<file path="src/rtl/xosera_pkg.sv">
// Shared bus constants and state type for the 68k register bus front-end.
package xv;
    localparam logic CS_ENABLED     = 1'b0;   // bus_cs_n level that selects the block
    localparam logic RnW_READ       = 1'b1;   // bus_rd_nwr level for a read cycle
    localparam logic DTACK_ASSERTED = 1'b0;   // DTACK is active low on the 68k bus

    typedef enum logic [2:0] {
        IDLE,
        STROBE,
        WAIT_RD,
        DTACK,
        DONE
    } bus_state_t;
endpackage

</file>
<file path="src/rtl/sync_ff_chain.sv">
// Generic multi-flop synchronizer with async reset to a chosen idle level.
// Kept standalone so the serial receive input can reuse it.
module sync_ff_chain #(
    parameter int   STAGES    = 2,
    parameter logic RESET_VAL = 1'b1
) (
    input  logic clk,
    input  logic rst_n,
    input  logic d_i,
    output logic q_o
);
    logic [STAGES-1:0] chain_q;
    logic [STAGES-1:0] chain_d;

    // shift the async input one stage deeper each clock
    always_comb begin
        chain_d = {chain_q[STAGES-2:0], d_i};
    end

    // synchronizer flops, preset to the idle level on reset
    always_ff @(posedge clk or negedge rst_n) begin
        if (!rst_n) chain_q <= {STAGES{RESET_VAL}};
        else        chain_q <= chain_d;
    end

    assign q_o = chain_q[STAGES-1];
endmodule

</file>
<file path="src/rtl/m68k_bus_sync.sv">
// 68k register bus front-end: synchronizes chip select, latches the access,
// issues one read/write strobe per select and runs the DTACK handshake.
module m68k_bus_sync
    import xv::*;
#(
    parameter int SYNC_STAGES = 2,
    parameter int RD_TIMEOUT  = 15
) (
    input  logic       clk,
    input  logic       reset_n_i,
    input  logic       bus_cs_n_i,
    input  logic       bus_rd_nwr_i,
    input  logic       bus_bytesel_i,
    input  logic [3:0] bus_reg_num_i,
    input  logic [7:0] bus_data_i,
    input  logic       rd_ready_i,
    output logic [3:0] reg_num_o,
    output logic       bytesel_o,
    output logic [7:0] data_o,
    output logic       write_strobe_o,
    output logic       read_strobe_o,
    output logic       bus_dtack_o,
    output logic       rd_timeout_o
);
    localparam logic [7:0] TIMEOUT_CNT = 8'(RD_TIMEOUT);

    logic       cs_s;
    logic       cs_active;
    bus_state_t state_q, state_d;
    logic [3:0] reg_num_q, reg_num_d;
    logic       bytesel_q, bytesel_d;
    logic [7:0] data_q, data_d;
    logic       rd_nwr_q, rd_nwr_d;
    logic [7:0] cnt_q, cnt_d;
    logic       timeout_q, timeout_d;

    // chain presets to deselected so reset never looks like an access
    sync_ff_chain #(
        .STAGES   (SYNC_STAGES),
        .RESET_VAL(1'b1)
    ) u_cs_sync (
        .clk  (clk),
        .rst_n(reset_n_i),
        .d_i  (bus_cs_n_i),
        .q_o  (cs_s)
    );

    assign cs_active = (cs_s == CS_ENABLED);

    // next-state and datapath latch decisions; address/data pins are
    // already stable when CS arrives, so they are sampled raw
    always_comb begin
        state_d   = state_q;
        reg_num_d = reg_num_q;
        bytesel_d = bytesel_q;
        data_d    = data_q;
        rd_nwr_d  = rd_nwr_q;
        cnt_d     = cnt_q;
        timeout_d = timeout_q;
        case (state_q)
            IDLE: begin
                if (cs_active) begin
                    reg_num_d = bus_reg_num_i;
                    bytesel_d = bus_bytesel_i;
                    data_d    = bus_data_i;
                    rd_nwr_d  = bus_rd_nwr_i;
                    state_d   = STROBE;
                end
            end
            STROBE: begin
                if (!cs_active)                 state_d = DONE;
                else if (rd_nwr_q == RnW_READ) begin
                    cnt_d   = 8'd0;
                    state_d = WAIT_RD;
                end
                else                            state_d = DTACK;
            end
            WAIT_RD: begin
                // cnt_d is the number of WAIT_RD cycles including this one
                cnt_d = cnt_q + 8'd1;
                if (!cs_active)         state_d = DONE;
                else if (rd_ready_i)    state_d = DTACK;
                else if (cnt_d == TIMEOUT_CNT) begin
                    timeout_d = 1'b1;
                    state_d   = DTACK;
                end
            end
            DTACK: begin
                if (!cs_active) state_d = DONE;
            end
            DONE:    state_d = IDLE;   // forced deselected gap between accesses
            default: state_d = IDLE;
        endcase
    end

    // state and latched access registers
    always_ff @(posedge clk or negedge reset_n_i) begin
        if (!reset_n_i) begin
            state_q   <= IDLE;
            reg_num_q <= 4'd0;
            bytesel_q <= 1'b0;
            data_q    <= 8'd0;
            rd_nwr_q  <= 1'b0;
            cnt_q     <= 8'd0;
            timeout_q <= 1'b0;
        end else begin
            state_q   <= state_d;
            reg_num_q <= reg_num_d;
            bytesel_q <= bytesel_d;
            data_q    <= data_d;
            rd_nwr_q  <= rd_nwr_d;
            cnt_q     <= cnt_d;
            timeout_q <= timeout_d;
        end
    end

    // outputs decode straight from registers so reset clears them at once
    assign reg_num_o      = reg_num_q;
    assign bytesel_o      = bytesel_q;
    assign data_o         = data_q;
    assign write_strobe_o = (state_q == STROBE) && (rd_nwr_q != RnW_READ);
    assign read_strobe_o  = (state_q == STROBE) && (rd_nwr_q == RnW_READ);
    assign bus_dtack_o    = (state_q == DTACK) ? DTACK_ASSERTED : ~DTACK_ASSERTED;
    assign rd_timeout_o   = timeout_q;
endmodule
</file>
<file path="config.mk">
export PLATFORM = sky130hd
export DESIGN_NAME = m68k_bus_sync
export DESIGN_NICKNAME = d
export VERILOG_FILES = /design/src/rtl/xosera_pkg.sv /design/src/rtl/sync_ff_chain.sv /design/src/rtl/m68k_bus_sync.sv
export SDC_FILE = /design/constraint.sdc
export NUM_CORES = 1
export LEC_CHECK = 0
export ABC_AREA = 1
export BUFFER_PORTS_ARGS = -buffer_cell sky130_fd_sc_hd__buf_2
export CAP_MARGIN = 20
export CORE_MARGIN = 2
export CORE_UTILIZATION = 55
export CTS_BUF_LIST = sky130_fd_sc_hd__clkbuf_16
export DETAILED_ROUTE_END_ITERATION = 8
export PLACE_DENSITY = 0.83
export SYNTH_ARGS = -nofsm -noshare
export SYNTH_HDL_FRONTEND = slang
export SYNTH_HIERARCHICAL = 1
export SYNTH_SLANG_ARGS = --single-unit
</file>
<file path="constraint.sdc">
create_clock -name clk -period 4.25 [get_ports clk]
set_input_delay 0.425 -clock clk [delete_from_list [all_inputs] [get_ports clk]]
set_output_delay 0.425 -clock clk [all_outputs]
set_load 0.05 [all_outputs]
</file>
# Word-level counts from Yosys, hierarchy flattened
# Cells that the tools add are included.
dict set report totals {
  ff_bits 28
  latchBits 0
  ram_bits 0
  romBits 0
  inputBits 18
  out_inout_bits 17
  wordCells 41
  n_memories 0
}
dict set report classes {
  n_addsub 1
  n_mul 0
  n_div 0
  magnitude_cmp 0
  eq_ne 9
  shifts 0
  muxes 12
  bitwise 3
  n_reduce_logical 8
}
# operator count
set ops {}
lappend ops {{$mux 3} 6}
lappend ops {{$mux 8} 2}
lappend ops {{$pmux 8 s2} 1}
lappend ops {{$pmux 3 s4} 1}
lappend ops {{$add 8x1->8 const B} 1}
lappend ops {{$eq 8x4->1 const B} 1}
lappend ops {{$eq 3x2->1 const B} 2}
lappend ops {{$ne 2x2->1 const B} 3}
lappend ops {{$reduce_and 3->1} 2}
lappend ops {{$ne 4x3->1 const B} 1}
lappend ops {{$reduce_and 4->1} 1}
lappend ops {{$eq 3x1->1 const B} 1}
lappend ops {{$logic_not 3->1} 1}
lappend ops {{$not 1->1} 3}
lappend ops {{$logic_and 1x1->1} 2}
lappend ops {{$mux 1} 2}
lappend ops {{$ne 2x1->1 const B} 1}
lappend ops {{$reduce_and 2->1} 1}
lappend ops {{$reduce_bool 2->1} 1}

# Depth between registers and ports, before layout
# Gate-level depths: netlist (run 1).
dict set report depth {
  word_depth 6
  ltp_mapped 12
  ltp_nobuf 12
}

# Cells and area by module
# Netlist (run 1), hierarchy kept.
# mod instances cells_each area_per_inst_um2 seq_area_each_um2
set by_module_without_submodules {}
lappend by_module_without_submodules {m68k_bus_sync 1 139 1255.0 650.6}
lappend by_module_without_submodules {sync_ff_chain 1 2 52.6 52.6}

# Worst setup path before layout (run 1)
# Ideal clock, no wire load.
dict set report synth_path {
  path_kind {reg-to-output}
  startpoint {reg state_q[2]}
  endpoint {out read_strobe_o}
  arrival_ns 1.340
  required_ns 3.825
  slack_ns 2.485
  stages_incl_launch_ff 6
  path_buffers 0
  cell_sequence {dfrtp_1 > inv_1 > nand2_1 > nor2_1 > inv_1 > nor2_1}
}
dict set report synth_via {
  elab_chain_len 2
}
# element line_no
set synth_rtl {}
lappend synth_rtl {{start: declaration} m68k_bus_sync.sv:29} ;# bus_state_t state_q, state_d;
lappend synth_rtl {{start signal: assignment} m68k_bus_sync.sv:107} ;# state_q <= state_d;
lappend synth_rtl {{$eq 3x1->1} m68k_bus_sync.sv:122} ;# assign read_strobe_o = (state_q == STROBE) && (rd_nwr_q == RnW_READ);
lappend synth_rtl {{$logic_and 1x1->1} m68k_bus_sync.sv:122}
lappend synth_rtl {{end: declaration} m68k_bus_sync.sv:21} ;# output logic read_strobe_o,
# Every way passes these cells.

# Worst setup path after layout (run 1)
# Same ends and word-level chain as after synthesis.

==> impl_metrics.ini, run 1 <==
[route]
drt-initial-drc-count = 16
vias = 1066
drtAntennaViolNets = 0
drt_wl_total_um = 2703
post_drt_via_cell_ratio = 5.175
dr.pass1.iters = 4
wire_per_inst_um = 13.12
drc = 0

[sta]
fmax_mhz = 534.9
layout_setup_ws_ps = 2381
finalSetupViolCount = 0
period_needed_ps = 1869
slew_viol_final = 0
skew_ps = 1.990
slew_headroom_pct = 60.26
setup_tns_ps = 0
hold_viol = 0
tightestPinTransition_ps = 596.1
rsz0062_at_grt = false
post-route-period-util_pct = 43.98

[cells_and_area]
layout.nets = 199
drive_gt1_share_pct = 32.02
num_antenna_cells = 0
multi_input_area_um2 = 514.2
fill_cells = 176
seqCellArea_um2 = 703.2
fin_cells = 206
area_growth_pct = 22.87

[critical_path]
worstPathCellList = inv_1, nand2_1, nor2_1, inv_1, nor2_1, buf_2
cp.arrival_ps = 1440
critPathKind = flop to output pin
worstPathRequired_ps = 3830
crit_fanout = 4
slowest_stage = dfrtp_1
critPathBufInv = 3
cp-start-kind = flop
end_kind = output pin
crit_path_max_incr_delay_ps = 380
crit_family = buffers and inverters

[power]
pwr-share-seq_pct = 32.1
clkPwrFrac_pct = 21.9
total_power_mw = 1.262
power.switching_mw = 0.5658
combPwrFrac_pct = 46.0
p_leak_nw = 0.8241
sw_frac_of_total_pct = 44.83
ir_worst_vdd_uv = 538.6
internal_power_mw = 0.6963
power_density_mw_per_mm2 = 785.6

[place]
pre_cts_slack_ps = 2690
port_buffers = 34
gp_congestion = 0.9291
dpl.hpwl_um = 1991
dp_cells = 202

[die]
io_pins = 35
core_mm2 = 0.002233
fp.dieH_um = 52.76
rows = 17
die_area_mm2 = 0.002783
dieWidth_um = 52.76
initial_core_util_pct = 58.54

[clock_network]
tritoncts = done
cts_resized = 0
numCtsBuffers = 3
clock_latency_ps = 260
clk_pin_slew_ps = 70
post_cts_buffers = 0
h-tree-depth = 1
cts.sinks = 28
cts_hold_buf = 0
root_buffer = clkbuf_16
clockBufferDepth = 2

[worst_hold_path]
hold_path.class = primary input to asynchronous set/reset pin

[yosys]
ys_top_cells_by_count = 34 x nand2_1, 26 x dfrtp_1, 19 x inv_1
ys_seq_area_share_pct = 53.78
async_reset_ff_share_pct = 100.0
syn_nets = 161
yosysMostFrequentCell = nand2_1
avgSynthCellArea_um2 = 9.273
syn_area_mm2 = 0.001308
ys_ff_latch = 28
synth_top_area_share_pct = 49.76
synth_top_flop_cell = dfrtp_1
synth_cell_type_count = 22
synth_edf_count = 0
yosysTopAreaCell = dfrtp_1
yosys-top-cells-area = dfrtp_1 50%, nand2_1 9.8%, mux2_2 7.8%
synth_warnings = 6
syn_inst = 141

[global_route]
grt_pass1_wl_um = 4595
grt_usage_pct = 23.34
grt_max_degree = 29
grt_overflow = 0
antenna_found_initial = 0
grt_pass1_vias = 1061

[flow_run]
drv_cap = 0

[status]
outcome = complete, no violations
-- sequential cells by signal (all words and copies together), names as in the netlist --
| name | flops |
|---|---|
| bytesel_o | 1 |
| cnt_q | 8 |
| data_o | 8 |
| reg_num_o | 4 |
| rd_nwr_q | 1 |
| rd_timeout_o | 1 |
| u_cs_sync/chain_q | 2 |
| state_q | 3 |
-- stage by stage --
stage,util [%],cell area [µm²],hold WS [ps]
2_1_floorplan,-,1308,129.4
3_3_place_gp,67.23,1501,346.7
3_5_place_dp,67.23,1501,357.2
4_1_cts,71.93,1607,183.0
5_1_grt,71.93,1607,224.4
6_report,71.93,1607,162.7
-- cells in the final DEF, fill, tap and decap left out, drive strengths merged, types with 2 or more instances in the layout --
master  count
clkbuf      3
ha          2
dfstp       2
o22ai       2
mux2       13
o21ai      11
buf        34
a21oi       2
nor2       12
nand2      37
inv        21
dfrtp      26
nand3       7
-- per-layer routing --
| metal | GRT usage [%] | vias up | wire [µm] |
|---|---|---|---|
| met1 | 26.37 | 505 | 1080 |
| met4 | 6.410 | 0 | 31 |
| met3 | 5.143 | 5 | 143 |
| met5 | 0 | - | 0 |
| li1 | - | 523 | - |
| met2 | 43.54 | 33 | 1448 |
-- power by group through the flow --
stage,clock network (mW),logic (mW),registers [mW]
after floorplan,0,0.228,0.629
after global placement,0,0.564,0.401
after detailed placement,0,0.580,0.409
after CTS,0.281,0.587,0.406
after global routing,0.292,0.623,0.419
final,0.276,0.580,0.405
-- area by class of cell --
type / count / area share (%)
multi-input combinational: 91 / 32.01
timing repair buffer: 34 / 10.59
clock inverter: 1 / 1.869
clock buffer: 3 / 4.673
sequential: 28 / 43.77
tap: 28 / 2.181
inverter: 21 / 4.907
-- logic make-up after synthesis --
kind of cell | after synthesis | share of synthesized area, %
buffers and inverters | 22 | 6.890
DFF | 28 | 53.78
AOI/OAI and AO/OA | 18 | 7.656
adders and majority gates | 2 | 1.914
muxes | 13 | 11.20
and+or+nand+nor | 58 | 18.56
-- final timing paths --
path	startpoint	endpoint	slack [ps]	cells past startpoint
min in group clk	bus_cs_n_i	u_cs_sync/chain_q[0]	260	1
hold reg to reg	u_cs_sync/chain_q[0]	u_cs_sync/chain_q[1]	370	0
hold / removal	reset_n_i	rd_timeout_o	160	1
setup reg to reg	cnt_q[1]	state_q[1]	2660	10
setup / recovery	state_q[2]	read_strobe_o	2380	6
max in group asynchronous	reset_n_i	cnt_q[2]	3700	1
Note: power is estimated with default switching activity, not from simulation.
==> run 2: changes to the inputs <==
CORE_UTILIZATION = 51   (was 55)
PLACE_DENSITY = 0.78   (was 0.83)
clock period = 1.9 ns   (was 4.25 ns; I/O delays follow)
==> impl_metrics.ini, run 2 (synthesis results as in run 1) <==
[sta]
hold_viol = 0
slew_viol_final = 0
setup_tns_ps = 0
finalSetupViolCount = 0
slew_headroom_pct = 59.65
post-route-period-util_pct = 85.57
period_needed_ps = 1626
tightestPinTransition_ps = 605.2
fmax_mhz = 615.1
skew_ps = 1.956
rsz0062_at_grt = false

[cells_and_area]
fin_cells = 209
mostFrequentLayoutCells = 34 x nand2_1, 34 x buf_2, 26 x dfrtp_1, 19 x inv_1, 10 x nor2_1
area_growth_pct = 21.82
num_antenna_cells = 0
layout.nets = 200
drive_gt1_share_pct = 31.28
fill_cells = 204

[die]
core_mm2 = 0.002455
rows = 18
fp.dieH_um = 54.64
io_pins = 35
die_area_mm2 = 0.002985
dieWidth_um = 54.64
initial_core_util_pct = 53.26

[clock_network]
clock_latency_ps = 260
numCtsBuffers = 3
root_buffer = clkbuf_16
clockBufferDepth = 2
cts.sinks = 28
cts_resized = 0
clk_pin_slew_ps = 60
tritoncts = done
h-tree-depth = 1

[worst_hold_path]
holdPathStages = 1
hold_path.class = primary input to flop

[critical_path]
slowest_stage = dfrtp_1
end_kind = output pin
r2r_cells = 11
crit_path_max_incr_delay_ps = 380
rrSetupSlack_ps = 320
worstPathRequired_ps = 1710
cp-start-kind = flop
cp.arrival_ps = 1440
critPathKind = flop to output pin
worstPathCellList = inv_1, nand2_1, nor2_1, inv_1, nor2_1, buf_2
crit_fanout = 4

[global_route]
grt_max_degree = 29
grt_overflow = 0
grt_pass1_vias = 991
antenna_found_initial = 0
grt_usage_pct = 19.42
grt_pass1_wl_um = 4133

[place]
dp_cells = 204
port_buffers = 34
dpl.hpwl_um = 1893
gp_congestion = 0.9042

[route]
post_drt_via_cell_ratio = 5.043
drt_wl_total_um = 2471
vias = 1054
drtAntennaViolNets = 0
drt-initial-drc-count = 15
wire_per_inst_um = 11.82
drc = 0
dr.pass1.iters = 4

[flow_run]
drv_cap = 0

[power]
pwr-share-seq_pct = 33.9
clkPwrFrac_pct = 17.7
power.switching_mw = 1.227
combPwrFrac_pct = 48.4
power_density_mw_per_mm2 = 1662
internal_power_mw = 1.420
ir_worst_vdd_uv = 1276
p_leak_nw = 0.8158
sw_frac_of_total_pct = 46.36

[status]
outcome = complete, no violations
[run 2: changes by cell type in the layout (fill, tap and decap cells not counted)]
cell / change
bufinv_16: -1
clkinv_1: +1
dlygate4sd3_1: +1
[run 2: critical path, delay by kind of cell (launching register included)]
family | cells | cell delay [ps]
buf+inv | 3 | 450
flops | 1 | 380
simple gates | 3 | 340
[run 2: area by class of cell]
type                            instances  area [µm²]  share of cell area (%)
Clock inverter                          1       3.754                  0.2357
Inverter                               21       78.83                   4.949
Timing Repair Buffer                   35       180.2                   11.31
Clock buffer                            3       75.07                   4.713
Multi-Input combinational cell         91       514.2                   32.29
Sequential cell                        28       703.2                   44.15
Tap cell                               30       37.54                   2.357
[run 2: through the flow]
stage | power [mW] | util (%) | worst slack (ps) | hold slack, ps | instance area, µm²
6_report | 2.647 | 64.88 | 274.2 | 24.35 | 1593
5_1_grt | 2.813 | 64.88 | 143.1 | 19.59 | 1593
4_1_cts | 2.675 | 64.88 | 279.4 | 20.25 | 1593
3_5_place_dp | 2.198 | 61.26 | 331.2 | 229.7 | 1504
3_3_place_gp | 2.159 | 61.26 | 417.0 | 227.1 | 1504
2_1_floorplan | 1.916 | - | 369.9 | -105.6 | 1308
[run 2: repair_timing]
| action | CTS | global route |
|---|---|---|
| endpoints found under the hold margin | 26 | 0 |
| hold buffers | 1 | 0 |
| setup buffers | 0 | 0 |
[run 2: layer usage]
metal  vias up  GRT usage, %  share of wire [%]
met5         -             0                  0
met4         0         7.917                1.3
li1        533             -                  -
met3         5         5.464                5.2
met1       488         23.28                 43
met2        28         32.54                 50
[run 2: power by group through the flow]
| stage | Combinational [mW] | Clock [mW] | Sequential, mW |
|---|---|---|---|
| 3_5_place_dp | 1.29 | 0 | 0.912 |
| 4_1_cts | 1.29 | 0.480 | 0.902 |
| 2_1_floorplan | 0.510 | 0 | 1.41 |
| 5_1_grt | 1.38 | 0.505 | 0.926 |
| 6_report | 1.28 | 0.468 | 0.899 |
| 3_3_place_gp | 1.26 | 0 | 0.898 |
[run 2: path summary, 6_finish.rpt]
kind / to / startpoint
setup / recovery: write_strobe_o / state_q[2]
hold / removal: u_cs_sync/chain_q[0] / bus_cs_n_i
setup reg to reg: state_q[1] / cnt_q[0]
hold reg to reg: u_cs_sync/chain_q[1] / u_cs_sync/chain_q[0]
max in group asynchronous: cnt_q[0] / reset_n_i
min in group asynchronous: cnt_q[5] / reset_n_i
